`config.mk`:
```
export PLATFORM = sky130hd
export DESIGN_NAME = dataflow_perf_monitor_flat
export DESIGN_NICKNAME = d
export VERILOG_FILES = /design/src/rtl/dataflow_perf_monitor_if.sv /design/src/rtl/dataflow_perf_monitor.sv /design/src/flat_wrapper.sv
export SDC_FILE = /design/constraint.sdc
export NUM_CORES = 2
export LEC_CHECK = 0
export CORE_ASPECT_RATIO = 0.7
export CORE_MARGIN = 4
export CORE_UTILIZATION = 29
export CTS_CLUSTER_DIAMETER = 30
export DETAILED_ROUTE_END_ITERATION = 12
export SYNTH_ARGS = -nofsm -noshare
export SYNTH_HDL_FRONTEND = slang
export SYNTH_SLANG_ARGS = --single-unit
```
`constraint.sdc`:
```
create_clock -name clock -period 4.7 [get_ports clock]
set_input_delay 0.47 -clock clock [delete_from_list [all_inputs] [get_ports clock]]
set_output_delay 0.47 -clock clock [all_outputs]
set_load 0.02 [all_outputs]
```
`src/rtl/dataflow_perf_monitor_if.sv`:
```
// Handshake taps, control strobes and statistics read port of dataflow_perf_monitor.
// master: host/testbench side; slave: the monitor.
interface dataflow_perf_monitor_if #(
   parameter int NUM_CH = 8,
   parameter int CNT_W  = 32
);
   localparam int CH_W = (NUM_CH > 1) ? $clog2(NUM_CH) : 1;

   logic              enable;
   logic              clear;
   logic [NUM_CH-1:0] ap_start;
   logic [NUM_CH-1:0] ap_ready;
   logic [NUM_CH-1:0] ap_done;
   logic [NUM_CH-1:0] ap_continue;
   logic              rd_en;
   logic [CH_W-1:0]   rd_ch;
   logic [2:0]        rd_sel;
   logic [CNT_W-1:0]  rd_data;
   logic              rd_valid;
   logic [NUM_CH-1:0] overflow;

   modport master (
      output enable, clear, ap_start, ap_ready, ap_done, ap_continue, rd_en, rd_ch, rd_sel,
      input  rd_data, rd_valid, overflow
   );

   modport slave (
      input  enable, clear, ap_start, ap_ready, ap_done, ap_continue, rd_en, rd_ch, rd_sel,
      output rd_data, rd_valid, overflow
   );
endinterface

```
`src/rtl/dataflow_perf_monitor.sv`:
```
// Per-channel ap_* handshake monitor: txn/busy/done/latency statistics; stall counter under DFMON_STALL_CNT_EN.
// Latency: statistics update on the clock edge that samples the taps; rd_data/rd_valid one cycle after rd_en.
// Backpressure: none; passive observer, a read is accepted every cycle.
module dataflow_perf_monitor #(
   parameter int NUM_CH = 8,
   parameter int CNT_W  = 32,
   parameter int LAT_W  = 24
) (
   input logic                    clock,
   input logic                    reset,
   dataflow_perf_monitor_if.slave bus
);
   localparam int CH_W = (NUM_CH > 1) ? $clog2(NUM_CH) : 1;

   typedef enum logic [1:0] {
      ST_IDLE      = 2'd0,
      ST_BUSY      = 2'd1,
      ST_DONE_WAIT = 2'd2
   } state_t;

   logic [CNT_W-1:0]  stats [NUM_CH][8];
   logic [NUM_CH-1:0] ovf_vec;
   logic [CNT_W-1:0]  rd_mux;

   function automatic logic [CNT_W-1:0] sat_inc(input logic [CNT_W-1:0] v);
      return (&v) ? v : v + CNT_W'(1);
   endfunction

   for (genvar c = 0; c < NUM_CH; c++) begin : g_ch
      state_t           state, state_nxt;
      logic [LAT_W-1:0] lat, lat_nxt, lat_now;
      logic [LAT_W-1:0] last_lat, min_lat, max_lat;
      logic [CNT_W-1:0] txn_cnt, busy_cnt, done_cnt, stall_val;
      logic             active, done_ev, lat_sat, stall_ovf, ovf_ev, ovf;
      logic             st, rdy, dn, ct;

      assign st  = bus.ap_start[c];
      assign rdy = bus.ap_ready[c];
      assign dn  = bus.ap_done[c];
      assign ct  = bus.ap_continue[c];

      // lat holds the cycles of the current transaction seen before this one
      always_comb begin
         state_nxt = state;
         lat_nxt   = lat;
         lat_now   = lat;
         active    = 1'b0;
         done_ev   = 1'b0;
         lat_sat   = 1'b0;
         case (state)
            ST_IDLE: begin
               if (st) begin
                  active    = 1'b1;
                  lat_now   = LAT_W'(1);
                  lat_nxt   = LAT_W'(1);
                  state_nxt = ST_BUSY;
               end
            end
            ST_BUSY: begin
               active  = 1'b1;
               lat_sat = &lat;
               lat_now = lat_sat ? lat : lat + LAT_W'(1);
               lat_nxt = lat_now;
            end
            ST_DONE_WAIT: begin
               if (ct) begin
                  state_nxt = st ? ST_BUSY : ST_IDLE;
                  lat_nxt   = LAT_W'(1);
               end
            end
            default: state_nxt = ST_IDLE;
         endcase
         if (active && dn) begin
            done_ev = 1'b1;
            // a start seen in IDLE belongs to the finishing transaction, so only BUSY re-arms
            if (!ct) begin
               state_nxt = ST_DONE_WAIT;
            end else if (st && state == ST_BUSY) begin
               state_nxt = ST_BUSY;
               lat_nxt   = LAT_W'(1);
            end else begin
               state_nxt = ST_IDLE;
            end
         end
      end

      assign ovf_ev = bus.enable & ((st & rdy & (&txn_cnt)) | (active & (&busy_cnt)) |
                                    (done_ev & (&done_cnt)) | lat_sat | stall_ovf);

      always_ff @(posedge clock or negedge reset) begin
         if (!reset) begin
            state    <= ST_IDLE;
            lat      <= '0;
            txn_cnt  <= '0;
            busy_cnt <= '0;
            done_cnt <= '0;
            last_lat <= '0;
            min_lat  <= '1;
            max_lat  <= '0;
            ovf      <= 1'b0;
         end else if (bus.clear) begin
            state    <= ST_IDLE;
            lat      <= '0;
            txn_cnt  <= '0;
            busy_cnt <= '0;
            done_cnt <= '0;
            last_lat <= '0;
            min_lat  <= '1;
            max_lat  <= '0;
            ovf      <= 1'b0;
         end else begin
            state <= state_nxt;
            lat   <= lat_nxt;
            if (bus.enable) begin
               if (st & rdy) txn_cnt <= sat_inc(txn_cnt);
               if (active)   busy_cnt <= sat_inc(busy_cnt);
               if (done_ev) begin
                  done_cnt <= sat_inc(done_cnt);
                  last_lat <= lat_now;
                  if (lat_now < min_lat) min_lat <= lat_now;
                  if (lat_now > max_lat) max_lat <= lat_now;
               end
               if (ovf_ev) ovf <= 1'b1;
            end
         end
      end

`ifdef DFMON_STALL_CNT_EN
      logic [CNT_W-1:0] stall_cnt;
      logic             stall_ev;

      assign stall_ev  = (state == ST_DONE_WAIT) | (st & ~rdy);
      assign stall_ovf = bus.enable & stall_ev & (&stall_cnt);
      assign stall_val = stall_cnt;

      always_ff @(posedge clock or negedge reset) begin
         if (!reset)                       stall_cnt <= '0;
         else if (bus.clear)               stall_cnt <= '0;
         else if (bus.enable && stall_ev)  stall_cnt <= sat_inc(stall_cnt);
      end
`else
      assign stall_ovf = 1'b0;
      assign stall_val = '0;
`endif

      assign stats[c][0] = txn_cnt;
      assign stats[c][1] = busy_cnt;
      assign stats[c][2] = done_cnt;
      assign stats[c][3] = CNT_W'(last_lat);
      assign stats[c][4] = CNT_W'(min_lat);
      assign stats[c][5] = CNT_W'(max_lat);
      assign stats[c][6] = stall_val;
      assign stats[c][7] = CNT_W'({ovf, state});
      assign ovf_vec[c]  = ovf;
   end

   // out-of-range channels fall through to zero
   always_comb begin
      rd_mux = '0;
      for (int i = 0; i < NUM_CH; i++) begin
         if (bus.rd_ch == CH_W'(i)) rd_mux = stats[i][bus.rd_sel];
      end
   end

   always_ff @(posedge clock or negedge reset) begin
      if (!reset) begin
         bus.rd_data  <= '0;
         bus.rd_valid <= 1'b0;
      end else begin
         bus.rd_valid <= bus.rd_en;
         if (bus.rd_en) bus.rd_data <= rd_mux;
      end
   end

   assign bus.overflow = ovf_vec;
endmodule

```
`src/flat_wrapper.sv`:
```
// flat-port wrapper written by rule: the top's interface ports become plain ports
module dataflow_perf_monitor_flat 
#(
   parameter int NUM_CH = 8,
   parameter int CNT_W  = 32,
   parameter int LAT_W  = 24
)
  (clock, reset, bus_enable, bus_clear, bus_ap_start, bus_ap_ready, bus_ap_done, bus_ap_continue, bus_rd_en, bus_rd_ch, bus_rd_sel, bus_rd_data, bus_rd_valid, bus_overflow);
  dataflow_perf_monitor_if #(.NUM_CH(NUM_CH), .CNT_W(CNT_W)) bus_i ();
  input logic clock;
  input logic reset;
  input wire logic [$bits(bus_i.enable)-1:0] bus_enable;
  input wire logic [$bits(bus_i.clear)-1:0] bus_clear;
  input wire logic [$bits(bus_i.ap_start)-1:0] bus_ap_start;
  input wire logic [$bits(bus_i.ap_ready)-1:0] bus_ap_ready;
  input wire logic [$bits(bus_i.ap_done)-1:0] bus_ap_done;
  input wire logic [$bits(bus_i.ap_continue)-1:0] bus_ap_continue;
  input wire logic [$bits(bus_i.rd_en)-1:0] bus_rd_en;
  input wire logic [$bits(bus_i.rd_ch)-1:0] bus_rd_ch;
  input wire logic [$bits(bus_i.rd_sel)-1:0] bus_rd_sel;
  output wire logic [$bits(bus_i.rd_data)-1:0] bus_rd_data;
  output wire logic [$bits(bus_i.rd_valid)-1:0] bus_rd_valid;
  output wire logic [$bits(bus_i.overflow)-1:0] bus_overflow;
  assign bus_i.enable = bus_enable;
  assign bus_i.clear = bus_clear;
  assign bus_i.ap_start = bus_ap_start;
  assign bus_i.ap_ready = bus_ap_ready;
  assign bus_i.ap_done = bus_ap_done;
  assign bus_i.ap_continue = bus_ap_continue;
  assign bus_i.rd_en = bus_rd_en;
  assign bus_i.rd_ch = bus_rd_ch;
  assign bus_i.rd_sel = bus_rd_sel;
  assign bus_rd_data = bus_i.rd_data;
  assign bus_rd_valid = bus_i.rd_valid;
  assign bus_overflow = bus_i.overflow;
  dataflow_perf_monitor #(.NUM_CH(NUM_CH), .CNT_W(CNT_W), .LAT_W(LAT_W)) u_core (.clock(clock), .reset(reset), .bus(bus_i));
endmodule
```
; Word level (Yosys, flattened, before mapping)
; Index checks and enable logic that the tools add are counted.
[word_totals]
regBits = 1593
latchBits = 0
ramBits = 0
mem_bits_ro = 0
input_bits = 43
out_inout_bits = 41
word_cells = 837
mem_count = 0
[op_classes]
addsub = 32
n_mul = 0
div = 0
magnitude_cmp = 17
eq_ne = 71
n_shift = 0
mux = 408
n_bitwise = 65
n_reduce_logical = 170
[ops]
columns = cell, n
row1 = 2-to-1 mux 32 bit, 120
row2 = 2-to-1 mux 24 bit, 144
row3 = adder 32 x 1 -> 32 bit (second input constant), 24
row4 = binary-select mux 32 bit (select 3 bit), 8
row5 = AND reduction 32 bit, 24
row6 = case mux 24 bit (3 select lines), 8
row7 = case mux 24 bit (2 select lines), 8
row8 = adder 24 x 1 -> 24 bit (second input constant), 8
row9 = greater-than comparator 24 bit, 8
row10 = less-than comparator 24 bit, 8
row11 = AND reduction 24 bit, 8
row12 = AND reduction 3 bit, 48
row13 = nonzero test 2 bit, 49
row14 = 2-to-1 mux 2 bit, 40
row15 = 2-to-1 mux 1 bit, 64
row16 = inequality test 4 x 3 -> 1 bit (second input constant), 16
row17 = inequality test 2 bit (second input constant), 24
row18 = case mux 2 bit (3 select lines), 8
row19 = AND 1 bit, 40
row20 = AND reduction 2 bit, 16
row21 = inequality test 3 x 2 -> 1 bit (second input constant), 8
row22 = bitwise OR 1 bit, 24
row23 = equality test 2 x 1 -> 1 bit (second input constant), 8
row24 = equality test 2 bit (second input constant), 8
row25 = 9 further kinds, 42

; Depth between registers and ports, before layout
[depth]
depth_word = 12
mapped_depth = 19
depth_no_buf = 15

; Worst setup path before layout
; No wires, ideal clock.
[synth_path]
path_type = register -> register
from = reg u_core.g_ch[6].lat[0]
to = reg u_core.g_ch[6].max_lat[15]
setup_ps = 125
arrival_time_ps = 4341
t_required_ps = 4575
slack_ps = 235
stages_incl_launch_ff = 18
path_buffers = 2
synth_period_minus_slack_ps = 4465
cell_sequence = dfrtp_1 -> ha_1 -> nand2_1 -> or3_1 -> clkbuf_1 -> a2111oi_2 -> o21ai_1 -> a21boi_0 -> inv_1 -> ha_1 -> nand4_1 -> or2_2 -> nor2_1 -> a311o_1 -> o21bai_1 -> a21oi_1 -> clkbuf_1 -> mux2_2
[synth_between]
elab_chain_cells = 7
elab_cells_between_ends = 12
cone_classes = 1 x add/sub / 1 x order compare / 7 x mux / 3 x reduce/logical
[synth_rtl]
columns = element, line
row1 = start: declaration, dataflow_perf_monitor.sv:31  ; logic [LAT_W-1:0] lat, lat_nxt, lat_now;
row2 = start signal: assignment, dataflow_perf_monitor.sv:113  ; lat <= lat_nxt;
row3 = adder 24 x 1 -> 24 bit / AND reduction 24 bit (equally long branches), "dataflow_perf_monitor.sv:62, dataflow_perf_monitor.sv:61"
row4 = 2-to-1 mux 24 bit, dataflow_perf_monitor.sv:62  ; lat_now = lat_sat ? lat : lat + LAT_W'(1);
row5 = case mux 24 bit (2 select lines) (*), dataflow_perf_monitor.sv:50  ; case (state)
row6 = branches (longest 4 deep; another with greater-than comparator 24 bit), n/a
row7 = end signal: assignment, dataflow_perf_monitor.sv:121  ; if (lat_now > max_lat) max_lat <= lat_now;
row8 = end: declaration, dataflow_perf_monitor.sv:32  ; logic [LAT_W-1:0] last_lat, min_lat, max_lat;
; Every way passes the cells marked *. The select of a mux whose other input is x is not followed.
; A chain may end at the register's enable or synchronous reset.

; Final worst setup path
[layout_path]
from = reg u_core.g_ch[4].lat[0]
to = reg u_core.g_ch[4].max_lat[21]
[layout_between]
elab_chain_cells = 7
elab_cells_between_ends = 12
cone_classes = 1 x add/sub / 1 x order compare / 7 x mux / 3 x reduce/logical
[layout_rtl]
columns = element, line
row1 = start: declaration, dataflow_perf_monitor.sv:31
row2 = start signal: assignment, dataflow_perf_monitor.sv:113
row3 = adder 24 x 1 -> 24 bit / AND reduction 24 bit (equally long branches), "dataflow_perf_monitor.sv:62, dataflow_perf_monitor.sv:61"
row4 = 2-to-1 mux 24 bit, dataflow_perf_monitor.sv:62
row5 = case mux 24 bit (2 select lines) (*), dataflow_perf_monitor.sv:50
row6 = branches (longest 4 deep; another with greater-than comparator 24 bit), n/a
row7 = end signal: assignment, dataflow_perf_monitor.sv:121
row8 = end: declaration, dataflow_perf_monitor.sv:32
; Marks and branches as above.

==> metrics.log <==
INFO  metric ctsHtreeMaxLevel = 5
INFO  metric setup_viol_count_final = 0
INFO  metric grt_max_degree = 147
INFO  metric numCtsBuffers = ~330
INFO  metric cts_sinks = 1593
INFO  metric tns = 0 ps
INFO  metric dieArea = 365000 µm²
INFO  metric vias_in_the_first_global_route = 86600
INFO  metric async_flop_share = 100%
INFO  metric critPathBufInv = 2
INFO  metric irDropWorstVdd = slightly below 0.5 mV
INFO  metric post-route-drc-count = 0
INFO  metric worst_hold_slack = 143 ps
INFO  metric ys_top_cells_by_area = sky130_fd_sc_hd__dfrtp_1 (34%), sky130_fd_sc_hd__nor2_1 (5.8%), sky130_fd_sc_hd__ha_1 (5.0%)
INFO  metric post_layout_nonfiller_instances = ~17000
INFO  metric synth_warnings = 0
INFO  metric power.static_leakage = 52.6 nW
INFO  metric timing.final.max_slew_violations = 1
INFO  metric grt_pass1_wl = between 500000 and 600000 µm
INFO  metric cts.path.max_buffers = 4
INFO  metric grt-busiest-layer = met1
INFO  metric io-pin-count = between 80 and 90
INFO  metric fp.dieW = about 720 µm
INFO  metric pre_cts_ws = roughly 13 ps
INFO  metric antenna_left = 0
INFO  metric cpPeakStageDelay = 510 ps
INFO  metric synth_cell_types = around 110
INFO  metric ys.flop_type = sky130_fd_sc_hd__dfrtp_1
INFO  metric post-route-worst-setup-slack = 159 ps
INFO  metric numPortBuffers = 83
INFO  metric placement.cell_area = 112000 µm²
INFO  metric post_synth.cell_area_avg = 8.91 µm²
INFO  metric total_power = ~46 mW
INFO  metric summed_instance_area_of_the_synthesized_netlist = around 100000 µm²
INFO  metric worstSetupStartpointType = flop
INFO  metric cts.clk_slew.worst_paths = about 50 ps
INFO  metric met1_usage = 31.1%
INFO  metric worst_path_class_setup = reg -> reg
INFO  metric synth.top_cells.by_count = sky130_fd_sc_hd__nor2_1 (1600), sky130_fd_sc_hd__dfrtp_1 (1401), sky130_fd_sc_hd__nand2_1 (911)
INFO  metric cts_tree = built
INFO  metric synthDominantAreaCellType = sky130_fd_sc_hd__dfrtp_1
INFO  metric use_met3 = 6.43%
INFO  metric report.final.hold_viol_count = 0
INFO  metric cts_root_buffer = sky130_fd_sc_hd__clkbuf_16
INFO  metric achievable-frequency = 220 MHz
INFO  metric worstHoldPathType = in -> reg
INFO  metric worstPathMaxFanout = 24
INFO  metric cap_viol_max_count = 1
INFO  metric num-nets-final = roughly 12000
INFO  metric critical_path.top_delay_family = compound AO/OA/AOI/OAI gates
INFO  metric detail_route.wirelength = 382000 µm
INFO  metric failed_checks = capacitance limit, slew limit
INFO  metric gp_congestion = 0.974
INFO  metric slowest_stage = sky130_fd_sc_hd__dfrtp_1
INFO  metric synth_enable_flop_cells = 0
INFO  metric grtUsageTotal = 20.2%
INFO  metric fin_util = between 30% and 40%
INFO  metric routedWlPerCell = approximately 23 µm
INFO  metric drive_above_1_share = 15.1%
INFO  metric worst_clock_skew = around 63 ps
INFO  metric placed_cells = 16200
INFO  metric number_of_placement_rows = ~180
INFO  metric layout_worst_path_cycle_share = 96.6%
INFO  metric required = 5420 ps
INFO  metric routed_via_density = ~5.6
INFO  metric yosys_register_bits = ~1600
INFO  metric synthDominantCellAreaShare = 34.1%
INFO  metric fp.coreArea = ~350000 µm²
INFO  metric syn-instance-count = 11600
INFO  metric maxSlewHeadroom = -0.237%
INFO  metric worstSetupEndpointType = flop
INFO  metric critical_path.cell_chain = ha_1 -> nand3_1 -> nor3_2 -> a21oi_1 -> buf_4 -> a31o_2 -> nand3_1 -> ha_1 -> a2111oi_0 -> o21ai_0 -> o311a_1 -> o211ai_1 -> a211oi_1 -> o31ai_4 -> buf_12 -> mux2_2
INFO  metric layout_min_cycle_time = ~4500 ps
INFO  metric grt_antenna_before_repair = 23
INFO  metric die-height = 506 µm
INFO  metric dr.pass1.iters = 9
INFO  metric worstSkewPairLatency = 880 ps
INFO  metric total_power_density_per_cell_area = ~370 nW/µm²
INFO  metric status = complete, but fails checks
INFO  metric areaGrowthSynthToFinish = 20.2%
INFO  metric grt_overflow_total = 0
INFO  metric first_iter_violations = 12200
INFO  metric synth_nets = 12000
INFO  metric detailroute.via_count = ~94000
INFO  metric yosys.cell_count.top_type = sky130_fd_sc_hd__nor2_1
INFO  metric use_met2 = between 20% and 30%
INFO  metric critical_path_arrival = around 5300 ps
INFO  metric start_util = 29.2%
INFO  metric finalInstanceArea = between 100000 and 150000 µm²
INFO  metric tightestPinTransition = about 1500 ps
INFO  metric register_area_share_after_synthesis = roughly two fifths
INFO  metric hpwl_reported_at_the_end_of_detailed_placement = around 280000 µm
-- routing by layer --
layer / vias up / wire length, µm / part of all wire (%)
met5: - / 63 / 0.016
met4: 6 / 10100 / 2.6
met3: 542 / 44700 / 12
met2: 4420 / 148000 / 39
met1: 46600 / 180000 / 47
li1: 42500 / - / -
-- tightest hold or removal path, cell delays in order --
cell	delay, ps
sky130_fd_sc_hd__buf_2	130
sky130_fd_sc_hd__nand2_1	110
sky130_fd_sc_hd__a211oi_1	90
sky130_fd_sc_hd__o22a_1	150
-- power by group --
part           leakage [nW]  internal, mW  switching, mW  total, mW
combinational          25.5          2.00           4.09       6.08
sequential             21.4          14.3          0.460       14.8
clock                  5.69          16.6           8.57       25.2
-- path summary, 6_finish.rpt --
check,start,endpoint,slack [ps],depth (start not counted)
worst max-delay path,u_core.g_ch[4].lat[0]$_DFF_PN0_,u_core.g_ch[4].max_lat[21]$_DFFE_PN0P_,160,16
max in group asynchronous,reset,u_core.g_ch[0].lat[3]$_DFF_PN0_,2930,4
min in group asynchronous,reset,u_core.g_ch[6].last_lat[21]$_DFFE_PN0P_,170,2
worst min register to register,u_core.g_ch[4].last_lat[2]$_DFFE_PN0P_,u_core.g_ch[4].last_lat[2]$_DFFE_PN0P_,480,2
worst min-delay path,bus_rd_ch[0],u_core.bus.rd_data[3]$_DFFE_PN0P_,140,4
worst max register to register,u_core.g_ch[4].lat[0]$_DFF_PN0_,u_core.g_ch[4].max_lat[21]$_DFFE_PN0P_,160,16
-- layout by cell type (no fill, tap or decap), types with 335 or more instances in the layout --
cell type / instances
sky130_fd_sc_hd__xnor2_1: 335
sky130_fd_sc_hd__inv_1: 552
sky130_fd_sc_hd__clkbuf_16: 337
sky130_fd_sc_hd__dfrtp_1: 1401
sky130_fd_sc_hd__nor2_1: 1593
sky130_fd_sc_hd__a21oi_1: 603
sky130_fd_sc_hd__xor2_1: 342
sky130_fd_sc_hd__o21ai_0: 516
sky130_fd_sc_hd__nand4_1: 348
sky130_fd_sc_hd__mux2i_1: 349
sky130_fd_sc_hd__nor3_1: 436
sky130_fd_sc_hd__ha_1: 408
sky130_fd_sc_hd__nand2_1: 910
sky130_fd_sc_hd__nand3_1: 425
sky130_fd_sc_hd__buf_4: 534
-- final cells by class --
cell class | count | area, µm²
Clock inverter | 206 | 2770
Multi-Input combinational cell | 8702 | 58200
Timing Repair Buffer | 657 | 5640
Tap cell | 4692 | 5870
Clock buffer | 403 | 9030
Inverter | 556 | 2100
Fill cell | 35600 | 229000
Sequential cell | 1593 | 40100
Antenna cell | 9 | 22.5
-- logic make-up (layout without fill, tap and decap cells) --
logic type,count (synthesis),after routing,synth area share (%)
AND/OR/NAND/NOR,4640,4640,21.7
AO/OA/AOI/OAI,2301,2302,14.7
flip-flops,1593,1593,39.0
buffers and inverters,1262,1822,4.82
XOR/XNOR,677,677,5.76
multiplexers,675,675,9.06
adder cells (fa/ha/maj),408,408,4.96
other,0,9,0
-- flip-flops by register name, indices dropped and copies added, names as in the netlist --
name and count:
u_core.g_ch.lat 192, u_core.g_ch.ovf 8, u_core.g_ch.done_cnt 256, u_core.g_ch.txn_cnt 256, u_core.g_ch.state 16, u_core.g_ch.last_lat 192, u_core.g_ch.min_lat 192, u_core.bus.rd_valid 1
u_core.g_ch.busy_cnt 256, u_core.g_ch.max_lat 192, u_core.bus.rd_data 32
-- what timing repair did --
| action | 4_1_cts | 5_1_grt |
|---|---|---|
| endpoints found under the hold margin | 362 | 0 |
| buffers inserted | 0 | 6 |
| resized for setup | 0 | 35 |
| hold buffers | 3 | 0 |
| setup endpoints to repair | 0 | 226 |
(Power assumes the default switching activity.)
